`src/rtl/ui_overlay_pkg.sv`:
```
// ui_overlay_pkg: shared descriptor layout, default geometry and helpers for
// the UI overlay engine and its per-slot matcher.
package ui_overlay_pkg;

  localparam int DEF_SLOTS        = 16;
  localparam int DEF_ATLAS_W      = 360;
  localparam int DEF_ATLAS_H      = 240;
  localparam int DEF_ADDR_W       = 17;
  localparam int DEF_COORD_W      = 9;
  localparam int DEF_SCALE_SHIFT  = 1;
  localparam int DEF_BLINK_FRAMES = 30;

  // Descriptor packing, MSB first: {en, blink, x0, y0, w, h, u0, v0}.
  // Coordinate fields are numbered from the LSB end.
  typedef enum int {
    F_V0 = 0,
    F_U0 = 1,
    F_H  = 2,
    F_W  = 3,
    F_Y0 = 4,
    F_X0 = 5
  } coord_field_e;

  // Descriptor view at the default coordinate width.
  typedef struct packed {
    logic       en;
    logic       blink;
    logic [8:0] x0;
    logic [8:0] y0;
    logic [8:0] w;
    logic [8:0] h;
    logic [8:0] u0;
    logic [8:0] v0;
  } desc_t;

  function automatic int desc_w(input int coord_w);
    return 2 + 6 * coord_w;
  endfunction

  function automatic int field_lsb(input coord_field_e f, input int coord_w);
    return int'(f) * coord_w;
  endfunction

  function automatic int blink_bit(input int coord_w);
    return 6 * coord_w;
  endfunction

  function automatic int en_bit(input int coord_w);
    return 6 * coord_w + 1;
  endfunction

  // First visible pixel of a frame.
  function automatic logic is_frame_start(input logic       pix_valid,
                                          input logic [9:0] h_cnt,
                                          input logic [9:0] v_cnt);
    return pix_valid && (h_cnt == 10'd0) && (v_cnt == 10'd0);
  endfunction

endpackage

```
`src/rtl/ui_slot_match.sv`:
```
// ui_slot_match: combinational hit test of one logical pixel against one
// sprite descriptor, plus the atlas-local texel coordinates of that pixel.
// Extents are summed one bit wider than the coordinates so that x0+w and
// y0+h never wrap; a zero width or height therefore never hits.
module ui_slot_match
  import ui_overlay_pkg::*;
#(
  parameter int COORD_W = DEF_COORD_W,
  localparam int DESC_W = desc_w(COORD_W)
) (
  input  logic [DESC_W-1:0]  desc,
  input  logic [COORD_W-1:0] x,
  input  logic [COORD_W-1:0] y,
  input  logic               hide_blink,
  output logic               hit,
  output logic [COORD_W:0]   lu,
  output logic [COORD_W:0]   lv
);

  localparam int X0_LSB = field_lsb(F_X0, COORD_W);
  localparam int Y0_LSB = field_lsb(F_Y0, COORD_W);
  localparam int W_LSB  = field_lsb(F_W, COORD_W);
  localparam int H_LSB  = field_lsb(F_H, COORD_W);
  localparam int U0_LSB = field_lsb(F_U0, COORD_W);
  localparam int V0_LSB = field_lsb(F_V0, COORD_W);
  localparam int EN_B   = en_bit(COORD_W);
  localparam int BL_B   = blink_bit(COORD_W);

  logic               en;
  logic               blink;
  logic [COORD_W-1:0] x0, y0, w, h, u0, v0;
  logic [COORD_W:0]   x_end, y_end;
  logic [COORD_W-1:0] dx, dy;
  logic               in_x, in_y;

  assign en    = desc[EN_B];
  assign blink = desc[BL_B];
  assign x0    = desc[X0_LSB +: COORD_W];
  assign y0    = desc[Y0_LSB +: COORD_W];
  assign w     = desc[W_LSB  +: COORD_W];
  assign h     = desc[H_LSB  +: COORD_W];
  assign u0    = desc[U0_LSB +: COORD_W];
  assign v0    = desc[V0_LSB +: COORD_W];

  assign x_end = {1'b0, x0} + {1'b0, w};
  assign y_end = {1'b0, y0} + {1'b0, h};

  assign in_x = (x >= x0) && ({1'b0, x} < x_end);
  assign in_y = (y >= y0) && ({1'b0, y} < y_end);

  assign hit = en && !(blink && hide_blink) && in_x && in_y;

  // Offsets are only meaningful when hit; the winner mux discards the rest.
  assign dx = x - x0;
  assign dy = y - y0;
  assign lu = {1'b0, dx} + {1'b0, u0};
  assign lv = {1'b0, dy} + {1'b0, v0};

endmodule

```
`src/rtl/ui_overlay_engine.sv`:
```
// ui_overlay_engine: resolves each VGA pixel to a sprite-atlas address using
// a double-buffered table of SLOTS descriptors. Two-cycle pipeline:
//   stage 1 registers per-slot hit vector and atlas-local offsets,
//   stage 2 priority-encodes (lowest slot wins) and forms the atlas address.
// The shadow table is published to the active table in the frame-start
// cycle, and that frame-start pixel already sees the new table.
// Optional feature: define UI_OVERLAY_BLINK_EN to enable sprite blinking.
module ui_overlay_engine
  import ui_overlay_pkg::*;
#(
  parameter int SLOTS        = DEF_SLOTS,
  parameter int ATLAS_W      = DEF_ATLAS_W,
  parameter int ATLAS_H      = DEF_ATLAS_H,
  parameter int ADDR_W       = DEF_ADDR_W,
  parameter int COORD_W      = DEF_COORD_W,
  parameter int SCALE_SHIFT  = DEF_SCALE_SHIFT,
  parameter int BLINK_FRAMES = DEF_BLINK_FRAMES,
  localparam int DESC_W      = desc_w(COORD_W),
  localparam int SLOT_W      = $clog2(SLOTS)
) (
  input  logic              clk,
  input  logic              rst,
  input  logic [9:0]        h_cnt,
  input  logic [9:0]        v_cnt,
  input  logic              pix_valid,
  input  logic              desc_valid,
  output logic              desc_ready,
  input  logic [SLOT_W-1:0] desc_slot,
  input  logic [DESC_W-1:0] desc_data,
  input  logic              commit,
  output logic              commit_pending,
  output logic              out_valid,
  output logic [ADDR_W-1:0] pixel_addr,
  output logic              isObject,
  output logic [SLOT_W-1:0] hit_slot
);

  localparam int ATLAS_SZ = ATLAS_W * ATLAS_H;

  logic [DESC_W-1:0]  shadow_tbl [SLOTS];
  logic [DESC_W-1:0]  active_tbl [SLOTS];
  logic [DESC_W-1:0]  eff_tbl    [SLOTS];

  logic               frame_start;
  logic               swap;
  logic               wr_accept;
  logic               hide_blink;
  logic [COORD_W-1:0] pix_x, pix_y;

  logic [SLOTS-1:0]   m_hit;
  logic [COORD_W:0]   m_lu [SLOTS];
  logic [COORD_W:0]   m_lv [SLOTS];

  logic               s1_valid;
  logic [SLOTS-1:0]   s1_hit;
  logic [COORD_W:0]   s1_lu [SLOTS];
  logic [COORD_W:0]   s1_lv [SLOTS];

  logic               win_found;
  logic [SLOT_W-1:0]  win_idx;
  logic [COORD_W:0]   win_lu, win_lv;
  logic [ADDR_W-1:0]  win_addr;

  assign frame_start = is_frame_start(pix_valid, h_cnt, v_cnt);
  assign swap        = frame_start && (commit_pending || commit);
  // The swap cycle is the only cycle the shadow table is being copied.
  assign desc_ready  = !swap;
  assign wr_accept   = desc_valid && desc_ready;

  assign pix_x = COORD_W'(h_cnt >> SCALE_SHIFT);
  assign pix_y = COORD_W'(v_cnt >> SCALE_SHIFT);

  // Shadow table: whole-slot overwrite on each accepted write.
  always_ff @(posedge clk) begin
    if (rst) begin
      for (int i = 0; i < SLOTS; i++) shadow_tbl[i] <= '0;
    end else if (wr_accept) begin
      shadow_tbl[desc_slot] <= desc_data;
    end
  end

  // Active table: atomic copy of the shadow table at a committed frame start.
  always_ff @(posedge clk) begin
    if (rst) begin
      for (int i = 0; i < SLOTS; i++) active_tbl[i] <= '0;
    end else if (swap) begin
      for (int i = 0; i < SLOTS; i++) active_tbl[i] <= shadow_tbl[i];
    end
  end

  // Commit request held until the next frame start consumes it.
  always_ff @(posedge clk) begin
    if (rst) begin
      commit_pending <= 1'b0;
    end else if (swap) begin
      commit_pending <= 1'b0;
    end else if (commit) begin
      commit_pending <= 1'b1;
    end
  end

`ifdef UI_OVERLAY_BLINK_EN
  localparam int FC_W = (BLINK_FRAMES > 1) ? $clog2(BLINK_FRAMES) : 1;

  logic [FC_W-1:0] frame_cnt;
  logic            blink_phase;
  logic            frame_phase;

  // Frame counter and blink phase. frame_phase holds the phase a frame was
  // started with, so a phase toggle takes effect from the following frame.
  always_ff @(posedge clk) begin
    if (rst) begin
      frame_cnt   <= '0;
      blink_phase <= 1'b0;
      frame_phase <= 1'b0;
    end else if (frame_start) begin
      frame_phase <= blink_phase;
      if (frame_cnt == FC_W'(BLINK_FRAMES - 1)) begin
        frame_cnt   <= '0;
        blink_phase <= ~blink_phase;
      end else begin
        frame_cnt <= frame_cnt + 1'b1;
      end
    end
  end

  assign hide_blink = frame_start ? blink_phase : frame_phase;
`else
  assign hide_blink = 1'b0;
`endif

  // The frame-start pixel must see the table being published this cycle.
  for (genvar g = 0; g < SLOTS; g++) begin : g_slot
    assign eff_tbl[g] = swap ? shadow_tbl[g] : active_tbl[g];

    ui_slot_match #(
      .COORD_W (COORD_W)
    ) u_match (
      .desc       (eff_tbl[g]),
      .x          (pix_x),
      .y          (pix_y),
      .hide_blink (hide_blink),
      .hit        (m_hit[g]),
      .lu         (m_lu[g]),
      .lv         (m_lv[g])
    );
  end

  // Stage 1: per-slot hit vector and atlas-local offsets.
  always_ff @(posedge clk) begin
    if (rst) begin
      s1_valid <= 1'b0;
      s1_hit   <= '0;
      for (int i = 0; i < SLOTS; i++) begin
        s1_lu[i] <= '0;
        s1_lv[i] <= '0;
      end
    end else begin
      s1_valid <= pix_valid;
      s1_hit   <= pix_valid ? m_hit : '0;
      for (int i = 0; i < SLOTS; i++) begin
        s1_lu[i] <= m_lu[i];
        s1_lv[i] <= m_lv[i];
      end
    end
  end

  // Stage 2 select: lowest hitting slot wins, scanned high to low.
  always_comb begin
    win_found = 1'b0;
    win_idx   = '0;
    win_lu    = '0;
    win_lv    = '0;
    for (int i = SLOTS - 1; i >= 0; i--) begin
      if (s1_hit[i]) begin
        win_found = 1'b1;
        win_idx   = SLOT_W'(i);
        win_lu    = s1_lu[i];
        win_lv    = s1_lv[i];
      end
    end
  end

  // Atlas address, folded into the atlas so offsets past the last row wrap.
  always_comb begin
    win_addr = ADDR_W'((32'(win_lu) + 32'(win_lv) * 32'(ATLAS_W)) % 32'(ATLAS_SZ));
  end

  // Stage 2 output registers.
  always_ff @(posedge clk) begin
    if (rst) begin
      out_valid  <= 1'b0;
      isObject   <= 1'b0;
      pixel_addr <= '0;
      hit_slot   <= '0;
    end else begin
      out_valid  <= s1_valid;
      isObject   <= win_found;
      pixel_addr <= win_found ? win_addr : '0;
      hit_slot   <= win_idx;
    end
  end

endmodule

```
`config.mk`:
```
export PLATFORM = sky130hd
export DESIGN_NAME = ui_overlay_engine
export DESIGN_NICKNAME = d
export VERILOG_FILES = /design/src/rtl/ui_overlay_pkg.sv /design/src/rtl/ui_slot_match.sv /design/src/rtl/ui_overlay_engine.sv
export SDC_FILE = /design/constraint.sdc
export NUM_CORES = 2
export LEC_CHECK = 0
export CAP_MARGIN = 20
export CELL_PAD_IN_SITES_DETAIL_PLACEMENT = 1
export CELL_PAD_IN_SITES_GLOBAL_PLACEMENT = 2
export CORE_MARGIN = 1
export CORE_UTILIZATION = 43
export DETAILED_ROUTE_END_ITERATION = 7
export PLACE_DENSITY_LB_ADDON = 0.1
export SYNTH_ARGS = -nofsm -noshare
export SYNTH_HDL_FRONTEND = slang
export SYNTH_SLANG_ARGS = --single-unit
```
`constraint.sdc`:
```
create_clock -name clk -period 33.3 [get_ports clk]
set_input_delay 6.66 -clock clk [delete_from_list [all_inputs] [get_ports clk]]
set_output_delay 6.66 -clock clk [all_outputs]
set_load 0.02 [all_outputs]
```
## Word-level counts from Yosys, hierarchy flattened

Memories as Yosys holds them, arrays and structs flattened.
Cells that the tools add are included.

| word-level totals | value |
|---|---|
| memories | 4 |
| flip-flop bits (word level) | 41 |
| input bits | 85 |
| memory bits (writable) | 2,112 |

| operators by class | value |
|---|---|
| reduce and logical (&&, ||, !) cells | 80 |
| multiplexer cells | 139 |
| $add $sub $neg | 97 |
| multiply operators | 1 |
| divide/modulo/power cells | 1 |
| magnitude comparators | 64 |
| bitwise operators | 50 |

Memory list:

| memory | words | bits a word | rd ports | clocked after memory_dff | write ports | line | source |
|---|---|---|---|---|---|---|---|
| active_tbl | 16 | 56 | 16 | 0 | 16 | ui_overlay_engine.sv:41 | `logic [DESC_W-1:0] active_tbl [SLOTS];` |
| shadow_tbl | 16 | 56 | 16 | 0 | 16 | ui_overlay_engine.sv:40 | `logic [DESC_W-1:0] shadow_tbl [SLOTS];` |
| s1_lu | 16 | 10 | 16 | 0 | 16 | ui_overlay_engine.sv:56 | `logic [COORD_W:0] s1_lu [SLOTS];` |
| s1_lv | 16 | 10 | 16 | 0 | 16 | ui_overlay_engine.sv:57 | `logic [COORD_W:0] s1_lv [SLOTS];` |

Operator list:

| kind | count |
|---|---|
| $mux 56 | 33 |
| $add 9x9->10 | 64 |
| $mux 10 | 64 |
| $lt 9x10->1 | 32 |
| $ge 9x9->1 | 32 |
| $sub 9x9->9 | 32 |
| $logic_and 1x1->1 | 68 |
| $reduce_or 56->1 | 1 |
| $or 1x1->1 | 48 |
| $mux 4 | 9 |
| $mod 32x17->32 const B | 1 |
| $mux 1 | 27 |
| $add 10x19->20 | 1 |
| $logic_not 10->1 | 2 |
| $mul 10x6->16 const B | 1 |
| $mux 3 | 4 |
| $reduce_or 9->1 | 1 |
| $reduce_or 2->1 | 4 |
| $reduce_or 5->1 | 1 |
| $mux 2 | 2 |
| $reduce_or 3->1 | 1 |
| $not 1->1 | 2 |
| $logic_not 1->1 | 1 |
| $logic_or 1x1->1 | 1 |

## Depth between registers and ports, before layout

An unclocked memory read counts as a cell.

| logic depth | value |
|---|---|
| word-level depth | 20 |
| depth in mapped cells | 50 |

## Cells and area by module

From an unflattened synthesis, not the netlist that was laid out.

| unflattened totals | value |
|---|---|
| cell total of the unflattened synthesis | 11,854 |
| area, all modules | 132,046.6 µm² |

By module, submodules not included:

| module | instances | area an instance (µm²) | cells each |
|---|---|---|---|
| ui_overlay_engine | 1 | 92,458.7 | 6,596 |
| ui_slot_match at g_slot[11].u_match ... | 12 | 2,468.6 | 329 |
| ui_slot_match at g_slot[0].u_match ... | 2 | 2,494.9 | 327 |
| ui_slot_match at g_slot[9].u_match | 1 | 2,519.9 | 330 |
| ui_slot_match at g_slot[7].u_match | 1 | 2,454.9 | 326 |

## Worst setup path before layout

OpenSTA, ideal clock, no wires.

| timing path | value |
|---|---|
| kind | input port to flip-flop |
| start point | input h_cnt[1] |
| end point | memory active_tbl[0][0] in the netlist's numbering, enable pin |
| required time | 32.082 ns |
| stages | 6 |
| arrival | 25.195 ns |
| setup slack | 6.887 ns |
| buffers on the path | 1 |
| path through | clkinv_1 clkbuf_1 nand2_1 nor4_1 nor2_1 inv_1 |

RTL lines:

| item | line | source |
|---|---|---|
| start: declaration | ui_overlay_engine.sv:23 | `input logic [9:0] h_cnt,` |
| end: declaration | ui_overlay_engine.sv:41 |  |

## Final worst setup path

| timing path | value |
|---|---|
| start point | input v_cnt[3] |
| end point | output desc_ready |

| on the way | value |
|---|---|
| longest elaborated chain between the ends | 4 |

Ends and longest elaborated chain:

| item | line | source |
|---|---|---|
| start: declaration | ui_overlay_engine.sv:24 | `input logic [9:0] v_cnt,` |
| $logic_not 10->1 | ui_overlay_pkg.sv:56 | `return pix_valid && (h_cnt == 10'd0) && (v_cnt == 10'd0);` |
| $logic_and 1x1->1 | ui_overlay_pkg.sv:56 |  |
| $logic_and 1x1->1 | ui_overlay_engine.sv:65 | `assign swap = frame_start && (commit_pending \|\| commit);` |
| $logic_not 1->1 | ui_overlay_engine.sv:67 | `assign desc_ready = !swap;` |
| end: declaration | ui_overlay_engine.sv:27 | `output logic desc_ready,` |

Every way passes these cells.

==> results.md <==
- Outcome: finished, final reports clean
- Synth Warn #: 0
- Worst slew pin tran: 1.24 ns
- #FFs+latches synth: 2,121
- Worst VDD drop: 0.0403 mV
- CTS tree: built
- Max Slew Vio Count: 0
- Setup_tns: 0 ns
- Number of enable flip-flop cells after synthesis: 1,760
- Post-synth cell types: 89
- R2R depth: 44
- Final Wtd Congestion: 0.861
- Critical Path End Type: primary output
- Post-route clock period utilization: 49.9%
- Cts hold-fix bufs: 0
- Die height: 545 µm
- Via Count: 91,514
- Hold EP: active_tbl[0][331]
- FFs w/ async S/R, synth: 0%
- Synth area leaders: edfxtp_1, ha_1, and2_1
- Leak pwr: 62.6 nW
- CTS resizes: 0
- Die width: 545 µm
- Syn_area_per_cell: 10.1 µm²
- Post-route minimum period: 16.61 ns
- CTS Buf Count: 264
- H-tree lvl count: 5
- Register-to-Register Setup Slack: 20.94 ns
- Largest net degree at the start of global routing: 223
- CTS sink cnt: 2,121
- R2R Path End: pixel_addr[10]
- Worst hold slack: 0.521 ns
- CP startpoint kind: input pin
- Min-delay src: shadow_tbl[5][51]
- Top FF cell, synth: edfxtp_1
- Clock latency at the later pin of the worst-skew pair: 0.90 ns
- Via/cell ratio: 5.48
- Antenna violations before repair: 79
- Cell area power density: 52.4 nW/µm²
- Max-Cap Viols: 0
- Post-synth top area share: 41.7%
- Setup Fix Bufs, Post-CTS: 0
- Rel. slew slack: 17.7%
- Worst Path Buf+Inv: 5
- P&R area growth vs syn: 11.0%
- WL/cell: 25.2 µm
- Crit path max fanout: 46
- Worst Hold Class: flop to flop
- Peak Freq: 0.0602 GHz
- CTS clk-pin slew, worst paths: 0.06 ns
- Post-route ant nets: 0
- Cells after Synth: 12,501
- Vias in the first global route: 96,477
- Total Power: 7.37 mW
- CP delay by family, top: buffers and inverters
- Fillcell total: 31,955
- CP arrival: 9.95 ns
- Final-report hold violation count: 0
- Worst Setup Path Type: input pin to primary output
- Initial Util: 43.4%
- Crit-path cells: buf_2 -> nor4_2 -> buf_4 -> nand4_1 -> nor4_2 -> buf_4 -> inv_8 -> clkdlybuf4s50_1
- Core Rows: 198
- First-pass GRT wire length: 619,000 µm
- Iter 0 DRT Violations: 6,434
- # port buffers: 108
- Register area: 60,100 µm²
- Worst R2R Start: s1_hit[15]
- CP max-delay cell: nor4_2
- Post-layout nets: 13,881
- Fin util: 48.2%
- RSZ-0062 raised after global routing: false
- CTS root buf: clkbuf_16
- Die ar.: 297,000 µm²
- Sequential area share after synthesis: 47.4%
- Post-DP HPWL: 270,000 µm
- All-layer global routing usage: 28.2%
- Area occupied by multi-input gates: 61,500 µm²
- Ports: 110
- Worst Path Required: 26.64 ns
- Drt drc: 0
- Gr ovfl total: 0
- Pre-antenna DRT Iters: 5
- Synthesized area: 127,000 µm²
- Clock Skew: 0.0478 ns
- Clock buffer depth: 4
- Leading area contributor after synthesis: edfxtp_1
- Detailed Route WL: 421,000 µm
- Syn nets: 13,851
- Layout cell share with drive strength beyond 1: 5.74%
- Hold depth: 1
- Core area: 292,000 µm²
- Setup-failing EPs final: 0
- Crit-path max cell delay: 0.64 ns
==> kinds of logic after synthesis <==
group,synth area share [%]
fa+ha+maj,13.1
simple gates,19.5
buf+inv,4.22
mux,2.73
compound gates,8.78
flops,47.4
xor+xnor,4.22
==> power breakdown <==
part	internal, mW	switching, mW
clock	1.71	1.20
sequential	3.07	0.0749
combinational	0.497	0.825
total	5.27	2.10
==> state kept, by name (all words and copies together) (netlist names) <==
signal / cells
out_valid: 1
pixel_addr: 17
commit_pending: 1
s1_hit: 16
s1_lv: 160
s1_valid: 1
s1_lu: 160
hit_slot: 4
shadow_tbl: 880
active_tbl: 880
isObject: 1
==> cells in the mapped netlist, drive strengths merged, types with 311 or more instances <==
cell and n:
a21o 312, a21oi 699, and2 1439, clkbuf 479, dfxtp 361, edfxtp 1760, ha 1155, inv 895
mux2i 333, nand2 2050, nor2b 627, o21ai 442, xnor2 311
==> per-stage QoR <==
| step | cell area, µm² | std cells | setup WS [ns] |
|---|---|---|---|
| after floorplan | 127000 | 12501 | 6.89 |
| after global placement | 132000 | 16163 | 16.66 |
| after detailed placement | 132000 | 16164 | 16.66 |
| after CTS | 141000 | 16644 | 16.64 |
| after global routing | 141000 | 16654 | 16.65 |
| final | 141000 | 16687 | 16.69 |
==> layer usage <==
layer  track usage, %  routed length [µm]  share of wire (%)
met3             3.53               23800                5.7
met4             8.77               14500                3.4
met1             35.8              177000                 42
met5                0                  25             0.0059
met2             49.8              206000                 49
==> final cells by class <==
cell class | instances | area share (%)
diodes | 42 | 0.0747
repair buffers | 285 | 1.55
flip-flops and latches | 2121 | 42.7
well taps | 3900 | 3.47
clock inverters | 127 | 0.822
clock buffers | 353 | 5.30
inverters | 898 | 2.41
multi-input cells | 8961 | 43.7
==> cell usage in the layout, fill, tap and decap left out, drive strengths merged, types with 76 or more instances in the layout <==
cell    instances
mux2i         333
ha           1155
nor3          132
nand4          76
buf           242
xor2          300
inv           916
xnor2         311
clkinv         83
edfxtp       1760
and2         1439
a21o          312
nand2        2050
clkbuf        353
o21bai        103
o21ai         442
dfxtp         361
a21oi         699
nor2          300
fa            110
nand2b        167
nor2b         627
==> how the worst max path moves through the flow <==
stage,start,end,slack [ns],cells after the start
detailed placement,v_cnt[3],desc_ready,16.66,8
finish,v_cnt[3],desc_ready,16.69,8
global route,v_cnt[3],desc_ready,16.65,8
CTS,v_cnt[3],desc_ready,16.64,8
global placement,v_cnt[3],desc_ready,16.66,8
floorplan,h_cnt[1],active_tbl[0][0],6.89,6
No activity file was read; power rests on OpenSTA's default activity.
